**config.mk**
```make
export PLATFORM = sky130hd
export DESIGN_NAME = aria_op_seq
export DESIGN_NICKNAME = d
export VERILOG_FILES = /design/src/rtl/aria_pkg.sv /design/src/rtl/aria_phase_plan.sv /design/src/rtl/aria_op_seq.sv
export SDC_FILE = /design/constraint.sdc
export NUM_CORES = 1
export LEC_CHECK = 0
export BUFFER_PORTS_ARGS = -buffer_cell sky130_fd_sc_hd__buf_2
export CORE_AREA = 2 2 76 78
export DETAILED_ROUTE_END_ITERATION = 16
export DIE_AREA = 0 0 78 80
export PLACE_DENSITY = 0.77
export SETUP_SLACK_MARGIN = 0.5
export SYNTH_ARGS = -nofsm -noshare
export SYNTH_HDL_FRONTEND = slang
export SYNTH_SLANG_ARGS = --single-unit
export TNS_END_PERCENT = 30
```
**constraint.sdc**
```tcl
create_clock -name clk -period 4 [get_ports clk]
set_input_delay 0.8 -clock clk [delete_from_list [all_inputs] [get_ports clk]]
set_output_delay 0.8 -clock clk [all_outputs]
set_load 0.01 [all_outputs]
```
**src/rtl/aria_pkg.sv**
```systemverilog
// Shared constants for the ARIA write-buffer command sequencer: mode, buffer op,
// phase and state encodings plus the per-phase plan record.
package aria_pkg;

  localparam logic [2:0] MODE_NM    = 3'b000;
  localparam logic [2:0] MODE_CBC_D = 3'b001;
  localparam logic [2:0] MODE_CMAC  = 3'b010;
  localparam logic [2:0] MODE_CCM   = 3'b011;

  localparam logic [1:0] WB_OP_NM    = 2'b00;
  localparam logic [1:0] WB_OP_CCM_A = 2'b01;
  localparam logic [1:0] WB_OP_CBC_D = 2'b10;
  localparam logic [1:0] WB_OP_CMAC  = 2'b11;

  localparam logic [1:0] PH_NONE = 2'b00;
  localparam logic [1:0] PH_SIZE = 2'b01;
  localparam logic [1:0] PH_AAD  = 2'b10;
  localparam logic [1:0] PH_DATA = 2'b11;

  localparam logic [4:0] ST_IDLE  = 5'b00001;
  localparam logic [4:0] ST_LOAD  = 5'b00010;
  localparam logic [4:0] ST_ISSUE = 5'b00100;
  localparam logic [4:0] ST_RUN   = 5'b01000;
  localparam logic [4:0] ST_DONE  = 5'b10000;

  localparam logic SEL_SIZE = 1'b0;
  localparam logic SEL_AAD  = 1'b1;

  typedef struct packed {
    logic [1:0] phase;
    logic       last;
    logic [1:0] op;
    logic       size_sel;
  } plan_t;

  // Commands that are accepted but never reach the buffer.
  function automatic logic cmd_is_err(input logic [2:0] mode, input logic [15:0] size);
    logic bad_mode;
    logic empty;
    bad_mode = (mode != MODE_NM) && (mode != MODE_CBC_D) &&
               (mode != MODE_CMAC) && (mode != MODE_CCM);
    empty    = (size == 16'd0) && ((mode == MODE_NM) || (mode == MODE_CBC_D));
    return bad_mode || empty;
  endfunction

endpackage

```
**src/rtl/aria_phase_plan.sv**
```systemverilog
// Phase planner: given mode, AAD presence and the current phase, returns the
// next phase with its buffer op, size source and last-phase flag.
module aria_phase_plan import aria_pkg::*; (
  input  logic [2:0] mode,
  input  logic       aad_nz,
  input  logic [1:0] cur_phase,
  output plan_t      plan
);

  always_comb begin
    plan = '{phase: PH_DATA, last: 1'b1, op: WB_OP_NM, size_sel: SEL_SIZE};
    case (mode)
      MODE_CBC_D: plan.op = WB_OP_CBC_D;
      MODE_CMAC:  plan.op = WB_OP_CMAC;
      MODE_CCM: begin
        case (cur_phase)
          // SIZE carries the CCM op so the buffer is already in CCM context.
          PH_NONE: begin
            plan.phase = PH_SIZE;
            plan.last  = 1'b0;
            plan.op    = WB_OP_CCM_A;
          end
          PH_SIZE: begin
            if (aad_nz) begin
              plan.phase    = PH_AAD;
              plan.last     = 1'b0;
              plan.op       = WB_OP_CCM_A;
              plan.size_sel = SEL_AAD;
            end
          end
          default: ;
        endcase
      end
      default: ;
    endcase
  end

endmodule

```
**src/rtl/aria_op_seq.sv**
```systemverilog
// ARIA write-buffer command sequencer: expands one L3 command into its phase
// sequence and drives the buffer cmd_en / wb_en / wb_one handshake.
module aria_op_seq import aria_pkg::*; (
  input  logic        clk,
  input  logic        rst,
  input  logic        clr_core,
  input  logic        cmd_vld,
  output logic        cmd_rdy,
  input  logic [2:0]  cmd_mode,
  input  logic [15:0] cmd_size,
  input  logic [15:0] cmd_aad_size,
  output logic        cmd_en,
  output logic [15:0] wr_size,
  output logic [1:0]  wb_op,
  output logic        wb_en,
  output logic        wb_one,
  input  logic        wb_op_rdy,
  input  logic        wb_d_lst,
  input  logic        wb_d_rdy,
  output logic        seq_busy,
  output logic [1:0]  seq_phase,
  output logic        seq_done,
  output logic        seq_err
);

  logic [4:0]  state_q, state_d;
  logic [2:0]  mode_q, mode_d;
  logic [15:0] size_q, size_d;
  logic [15:0] aad_q, aad_d;
  logic [15:0] wr_size_q, wr_size_d;
  logic [1:0]  phase_q, phase_d;
  logic [1:0]  op_q, op_d;
  logic        last_q, last_d;
  logic        err_q, err_d;

  logic        is_idle, is_load, is_issue, is_run, is_done;
  logic [2:0]  plan_mode;
  logic        plan_aad_nz;
  logic [1:0]  plan_cur;
  logic [15:0] plan_size;
  logic        phase_end;
  plan_t       plan;

  assign is_idle  = (state_q == ST_IDLE);
  assign is_load  = (state_q == ST_LOAD);
  assign is_issue = (state_q == ST_ISSUE);
  assign is_run   = (state_q == ST_RUN);
  assign is_done  = (state_q == ST_DONE);

  // In IDLE the planner sees the live command so the first phase loads on acceptance.
  assign plan_mode   = is_idle ? cmd_mode : mode_q;
  assign plan_aad_nz = is_idle ? (cmd_aad_size != 16'd0) : (aad_q != 16'd0);
  assign plan_cur    = is_idle ? PH_NONE : phase_q;

  aria_phase_plan u_plan (
    .mode      (plan_mode),
    .aad_nz    (plan_aad_nz),
    .cur_phase (plan_cur),
    .plan      (plan)
  );

  always_comb begin
    if (plan.size_sel == SEL_AAD) plan_size = is_idle ? cmd_aad_size : aad_q;
    else                          plan_size = is_idle ? cmd_size : size_q;
  end

  // The SIZE phase finishes when the buffer leaves its size state.
  assign phase_end = (phase_q == PH_SIZE) ? wb_op_rdy : (wb_d_lst & wb_d_rdy);

  always_comb begin
    state_d   = state_q;
    mode_d    = mode_q;
    size_d    = size_q;
    aad_d     = aad_q;
    wr_size_d = wr_size_q;
    phase_d   = phase_q;
    op_d      = op_q;
    last_d    = last_q;
    err_d     = err_q;
    if (clr_core) begin
      state_d   = ST_IDLE;
      wr_size_d = 16'd0;
      phase_d   = PH_NONE;
      op_d      = WB_OP_NM;
      last_d    = 1'b0;
      err_d     = 1'b0;
    end else begin
      case (state_q)
        ST_IDLE: begin
          if (cmd_vld) begin
            mode_d = cmd_mode;
            size_d = cmd_size;
            aad_d  = cmd_aad_size;
            if (cmd_is_err(cmd_mode, cmd_size)) begin
              err_d   = 1'b1;
              state_d = ST_DONE;
            end else begin
              err_d     = 1'b0;
              state_d   = ST_LOAD;
              phase_d   = plan.phase;
              last_d    = plan.last;
              op_d      = plan.op;
              wr_size_d = plan_size;
            end
          end
        end
        ST_LOAD:  state_d = ST_ISSUE;
        ST_ISSUE: if (wb_op_rdy) state_d = ST_RUN;
        ST_RUN: begin
          if (phase_end) begin
            if (last_q) begin
              state_d   = ST_DONE;
              wr_size_d = 16'd0;
              phase_d   = PH_NONE;
              op_d      = WB_OP_NM;
            end else begin
              state_d   = ST_LOAD;
              phase_d   = plan.phase;
              last_d    = plan.last;
              op_d      = plan.op;
              wr_size_d = plan_size;
            end
          end
        end
        ST_DONE: begin
          state_d = ST_IDLE;
          err_d   = 1'b0;
        end
        default: state_d = ST_IDLE;
      endcase
    end
  end

  always_ff @(posedge clk) begin
    if (rst) begin
      state_q   <= ST_IDLE;
      wr_size_q <= 16'd0;
      phase_q   <= PH_NONE;
      op_q      <= WB_OP_NM;
      last_q    <= 1'b0;
      err_q     <= 1'b0;
    end else begin
      state_q   <= state_d;
      wr_size_q <= wr_size_d;
      phase_q   <= phase_d;
      op_q      <= op_d;
      last_q    <= last_d;
      err_q     <= err_d;
    end
  end

  // Latched command fields are pure data and need no reset.
  always_ff @(posedge clk) begin
    mode_q <= mode_d;
    size_q <= size_d;
    aad_q  <= aad_d;
  end

  assign cmd_rdy   = is_idle & ~rst & ~clr_core;
  assign cmd_en    = is_load;
  assign wr_size   = wr_size_q;
  assign wb_op     = op_q;
  assign wb_en     = is_issue & (phase_q != PH_SIZE) & wb_op_rdy;
  assign wb_one    = is_issue & (phase_q == PH_SIZE) & wb_op_rdy;
  assign seq_busy  = ~is_idle;
  assign seq_phase = (is_load | is_issue | is_run) ? phase_q : PH_NONE;
  assign seq_done  = is_done;
  assign seq_err   = is_done & err_q;

endmodule
```
# After elaboration in Yosys (flattened, before gate mapping)
# Index checks and enable logic that the tools add are counted.
[totals]
regBits = 62
inputBits = 42
out_inout_bits = 27
word_cells = 103
[classes]
n_eq_ne = 19
muxes = 43
n_bitwise = 13
reduce_logical = 19
[op_table]
columns = ["op", "count"]
rows = [
  ["16-bit 2-to-1 mux", 7],
  ["16-bit case mux with 2 select lines", 1],
  ["16-bit nonzero test", 2],
  ["5-bit 2-to-1 mux", 6],
  ["2-bit 2-to-1 mux", 10],
  ["5-bit case mux with 4 select lines", 1],
  ["16-bit zero test", 1],
  ["1-bit 2-to-1 mux", 10],
  ["5-bit case mux with 2 select lines", 1],
  ["1-bit AND", 8],
  ["2-bit case mux with 2 select lines", 2],
  ["3-bit by 1-bit == test with 1-bit output (second input constant)", 2],
  ["3-bit by 2-bit == test with 1-bit output (second input constant)", 2],
  ["3-bit 2-to-1 mux", 2],
  ["2-bit != test (second input constant)", 3],
  ["3-bit by 2-bit != test with 1-bit output (second input constant)", 2],
  ["2-bit case mux with 3 select lines", 1],
  ["3-bit AND reduction", 2],
  ["5-bit by 1-bit == test with 1-bit output (second input constant)", 1],
  ["5-bit by 2-bit == test with 1-bit output (second input constant)", 1],
  ["5-bit by 3-bit == test with 1-bit output (second input constant)", 1],
  ["5-bit by 4-bit == test with 1-bit output (second input constant)", 1],
  ["5-bit == test (second input constant)", 1],
  ["2-bit by 1-bit == test with 1-bit output (second input constant)", 2],
  ["14 further kinds", 24],
]

# Longest topological paths before layout
[logic_depth]
ltp_word = 9
mapped_depth = 8
mapped_depth_nobuf = 6

# Cells and area by module
# A second synthesis with hierarchy kept.
[unflattened]
cells_unflattened = 257
area_unflattened_um2 = 2997.9
[by_module_without_submodules]
columns = ["module", "instances", "cells_each", "area_each_um2", "seq_area_each_um2"]
rows = [
  ["aria_op_seq", 1, 246, 2927.8, 1591.5],
  ["aria_phase_plan", 1, 11, 70.1, 0.0],
]

# Worst setup path before layout
# No wires, ideal clock.
[synth_path]
kind = "register -> register"
from = "reg state_q[4]"
to = "reg aad_q[0], enable pin"
setup_ps = 427
arrival_time_ps = 2832
t_required_ps = 3573
slack_ps = 741
path_stages_with_launch = 6
n_path_buf = 1
synth_period_minus_slack_ps = 3259
path_cell_list = "dfxtp_1 -> or3_1 -> nor3_4 -> clkbuf_1 -> nand2_1 -> nor2_1"
[synth_via]
elab_chain_len = 2
[synth_rtl]
columns = ["element", "line", "source"]
rows = [
  ["start: declaration", "aria_op_seq.sv:26", "logic [4:0] state_q, state_d;"],
  ["start signal: assignment", "aria_op_seq.sv:143", "state_q <= state_d;"],
  ["5-bit by 1-bit == test with 1-bit output", "aria_op_seq.sv:88", "case (state_q)"],
  ["3-bit AND reduction (no source line)", "n/a", ""],
  ["end signal: assignment", "aria_op_seq.sv:156", "aad_q <= aad_d;"],
  ["end: declaration", "aria_op_seq.sv:29", "logic [15:0] aad_q, aad_d;"],
]
# Every way passes these cells.
# A chain may end at the register's enable or synchronous reset.

# Final worst setup path
[layout_path]
from = "reg state_q[4]"
to = "out seq_busy"
[layout_via]
elab_chain_len = 2
[layout_rtl]
columns = ["element", "line", "source"]
rows = [
  ["5-bit by 1-bit == test with 1-bit output", "aria_op_seq.sv:44", "assign is_idle = (state_q == ST_IDLE);"],
  ["1-bit inverter", "aria_op_seq.sv:165", "assign seq_busy = ~is_idle;"],
  ["end: declaration", "aria_op_seq.sv:20", "output logic seq_busy,"],
]
# Every way passes these cells.

==> results.md <==
- Outcome: finished clean
- Num rows: 27
- Worst Hold Depth: 2
- Cells after Synth: 250
- Share of the synthesized area in the top cell type: 0.380
- Tmin final: 2.63 ns
- Yosys cell types: 46
- Net switching power: 0.000343 W
- Kind of critical path: reg2out
- Maximum vdd drop: 0.291 mV
- GPL Wtd Cong: 0.888
- Fin Hold WS: 0.455 ns
- Pre-CTS setup slack: 1.12 ns
- Post-DP HPWL: 4.64 mm
- Synth Warn #: 0
- Grt total ovfl: 0
- Max-Cap Viols: 0
- Worst-Margin Slew: 0.796 ns
- DIE AREA: 0.00624 mm²
- CP max stage delay: 0.46 ns
- FFs w/ async S/R, synth: 0
- TritonCTS clock tree: done
- Biggest area consumer among synthesized cells: edfxtp_1
- Final Max Tran Viols: 0
- Root buf cell: clkbuf_8
- Fin Setup TNS: 0 ns
- Post-CTS sizing: 0
- GRT Resource Usage Total: 0.228
- WL final: 6.62 mm
- Worst setup margin: 1.37 ns
- # IOs: 69
- Longest Clk Path Bufs: 2
- Reg2reg start: state_q[4]
- Worst Path Required: 3.20 ns
- Ys flop type: edfxtp_1
- Flop and latch count out of synthesis: 62
- Die width: 78 µm
- Pre-antenna DRT Iters: 4
- Post-synth EDFFs: 35
- Hold-fix buffers, CTS: 0
- HP Class: reg2reg
- CTS H-tree depth: 3
- Register area share after synthesis: 0.575
- Final Hold Viols: 0
- Synth top area cells: edfxtp_1 38%, dfxtp_1 20%, a32o_1 6.2%
- Comb pwr share: 0.122
- Max Clock Freq: 381 MHz
- Final net count: 363
- Post-CTS setup buffers: 0
- Fin crit share: 0.656
- CP Capture Type: output port
- Final setup viols: 0
- Initial antenna violation count: 0
- Core area: 0.00541 mm²
- First-pass GRT wire length: 10.7 mm
- Vias in the first global route: 2149
- Mapped Avg Cell Area: 11.1 µm²
- Area Overhead vs Synth: 20.0%
- P_leak: 1.31 nW
- Slew HR: 0.469
- Vias: 2289
- Register share of total power: 0.543
- Clock share of power: 0.335
- Worst hold start: wb_op[1]
- Switching share of total power: 0.259
- Unrepaired setup endpoints after global routing: no
- Latest clock arrival within the worst-skew pair: 0.33 ns
- Worst path arrival time: 1.83 ns
- Filler Cell Count: 481
- CP cell instances: or3_1 -> nor3_4 -> inv_1 -> buf_4 -> buf_2
- Initial DRC count: 155
- Die Span Y: 80 µm
- CP startpoint kind: flop
- Drt wl/cell: 16.6 µm
- Worst reg2reg path depth: 7
- Clock Sinks: 62
- Clock-pin slew of the registers on the worst-case setup and hold paths: 0.07 ns
- Vias per std cell: 5.75
- Buffers added on ports: 68
- Syn nets: 292
- Post-synthesis cell area: 0.00277 mm²
- Initial Utilization: 0.512
- Clock Skew: 0.00806 ns
- Int Pwr: 0.000982 W
- Power Dens Cells: 399 mW/mm²
- CP startpoint: state_q[4]
- Layout cells sized above 1: 0.288
- TritonCTS buffer count: 9
- CP max stage cell: or3_1
- Largest net degree at the start of global routing: 38
- Crit Path Max Fanout: 37
- N_diodes: 0
- Drt drc: 0
- Post-route ant nets: 0
==> layout by cell type (no fill, tap or decap), types with 3 or more instances in the layout <==
| master | count |
|---|---|
| buf_4 | 5 |
| inv_1 | 4 |
| nor2_1 | 11 |
| nor4_1 | 7 |
| dfxtp_1 | 27 |
| a211oi_1 | 3 |
| clkinv_1 | 3 |
| or3_1 | 4 |
| nor3_1 | 5 |
| nand2_1 | 38 |
| edfxtp_1 | 35 |
| buf_2 | 68 |
| a32o_1 | 17 |
| nand4_1 | 3 |
| nand4b_1 | 16 |
| nand3_1 | 19 |
| nor2b_1 | 4 |
| clkbuf_8 | 9 |
| o21ai_0 | 4 |
| nand2b_1 | 5 |
| a21oi_1 | 5 |
==> cell usage after synthesis (2+ instances only) <==
cell,number
edfxtp_1,35
nand2b_1,5
o31ai_1,2
a21oi_1,5
buf_2,2
a211oi_1,3
nand2_1,38
nand3b_1,2
or3_1,4
or2_2,2
nor4_1,7
dfxtp_1,27
nand4b_1,16
and2_1,2
xnor2_1,2
and3_1,2
nor2_1,12
nand4_1,3
inv_1,4
nand3_1,19
nor2b_1,4
clkbuf_1,7
o21ai_0,4
a32o_1,17
nor3_1,5
==> flip-flops by register name, summed over array words and instances (netlist names) <==
signal and count:
wr_size 16, mode_q 3, size_q 16, last_q 1, aad_q 16, wb_op 2, err_q 1, phase_q 2
state_q 5
==> cell type report <==
cell class / count / area (µm²) / share of cell area
repair buffers: 73 / 378 / 0.114
well taps: 72 / 90.1 / 0.0271
clock buffers: 10 / 128 / 0.0384
clock inverters: 6 / 28.8 / 0.00867
inverters: 4 / 15.0 / 0.00452
flip-flops and latches: 62 / 1590 / 0.479
multi-input cells: 171 / 1090 / 0.328
==> metrics by stage <==
stage	cells	total power (W)	util	area (µm²)
after detailed placement	382	0.000893	0.585	3160
final	398	0.00133	0.614	3320
after global routing	398	0.00138	0.614	3320
after CTS	398	0.00133	0.614	3320
after floorplan	250	0.000830	-	2770
after global placement	382	0.000889	0.585	3160
==> layer usage <==
layer  track usage  up-vias  part of all wire
met5             0        -                 0
li1              -     1111                 -
met4        0.0965        0             0.017
met2         0.376       97              0.49
met3        0.0588        8             0.069
met1         0.287     1073              0.42
==> cells by family (layout without fill, tap and decap cells) <==
| logic type | Yosys count | in the layout | share of synthesized area |
|---|---|---|---|
| AND/OR/NAND/NOR | 127 | 127 | 0.261 |
| flip-flops | 62 | 62 | 0.575 |
| AO/OA/AOI/OAI | 41 | 41 | 0.122 |
| buffers and inverters | 17 | 93 | 0.0321 |
| XOR/XNOR | 2 | 2 | 0.00633 |
| multiplexers | 1 | 1 | 0.00362 |
==> path summary, 6_finish.rpt <==
kind	to	slack [ns]
worst max register to register	wr_size[14]	1.50
worst min-delay path	wb_op[1]	0.45
worst min register to register	wb_op[1]	0.45
worst max-delay path	seq_busy	1.37
==> worst max-delay path, delay by kind of cell, from the launching register on <==
family	cells	cell delay [ns]
buffers and inverters	3	0.54
DFF	1	0.35
and+or+nand+nor	2	0.61
==> power by group through the flow <==
stage	Sequential, W	Clock [W]	Combinational (W)
after floorplan	0.000732	0	0.0000977
after global placement	0.000732	0	0.000157
after detailed placement	0.000733	0	0.000160
after CTS	0.000719	0.000453	0.000161
after global routing	0.000722	0.000482	0.000180
final	0.000719	0.000444	0.000162
(Power assumes the default switching activity.)
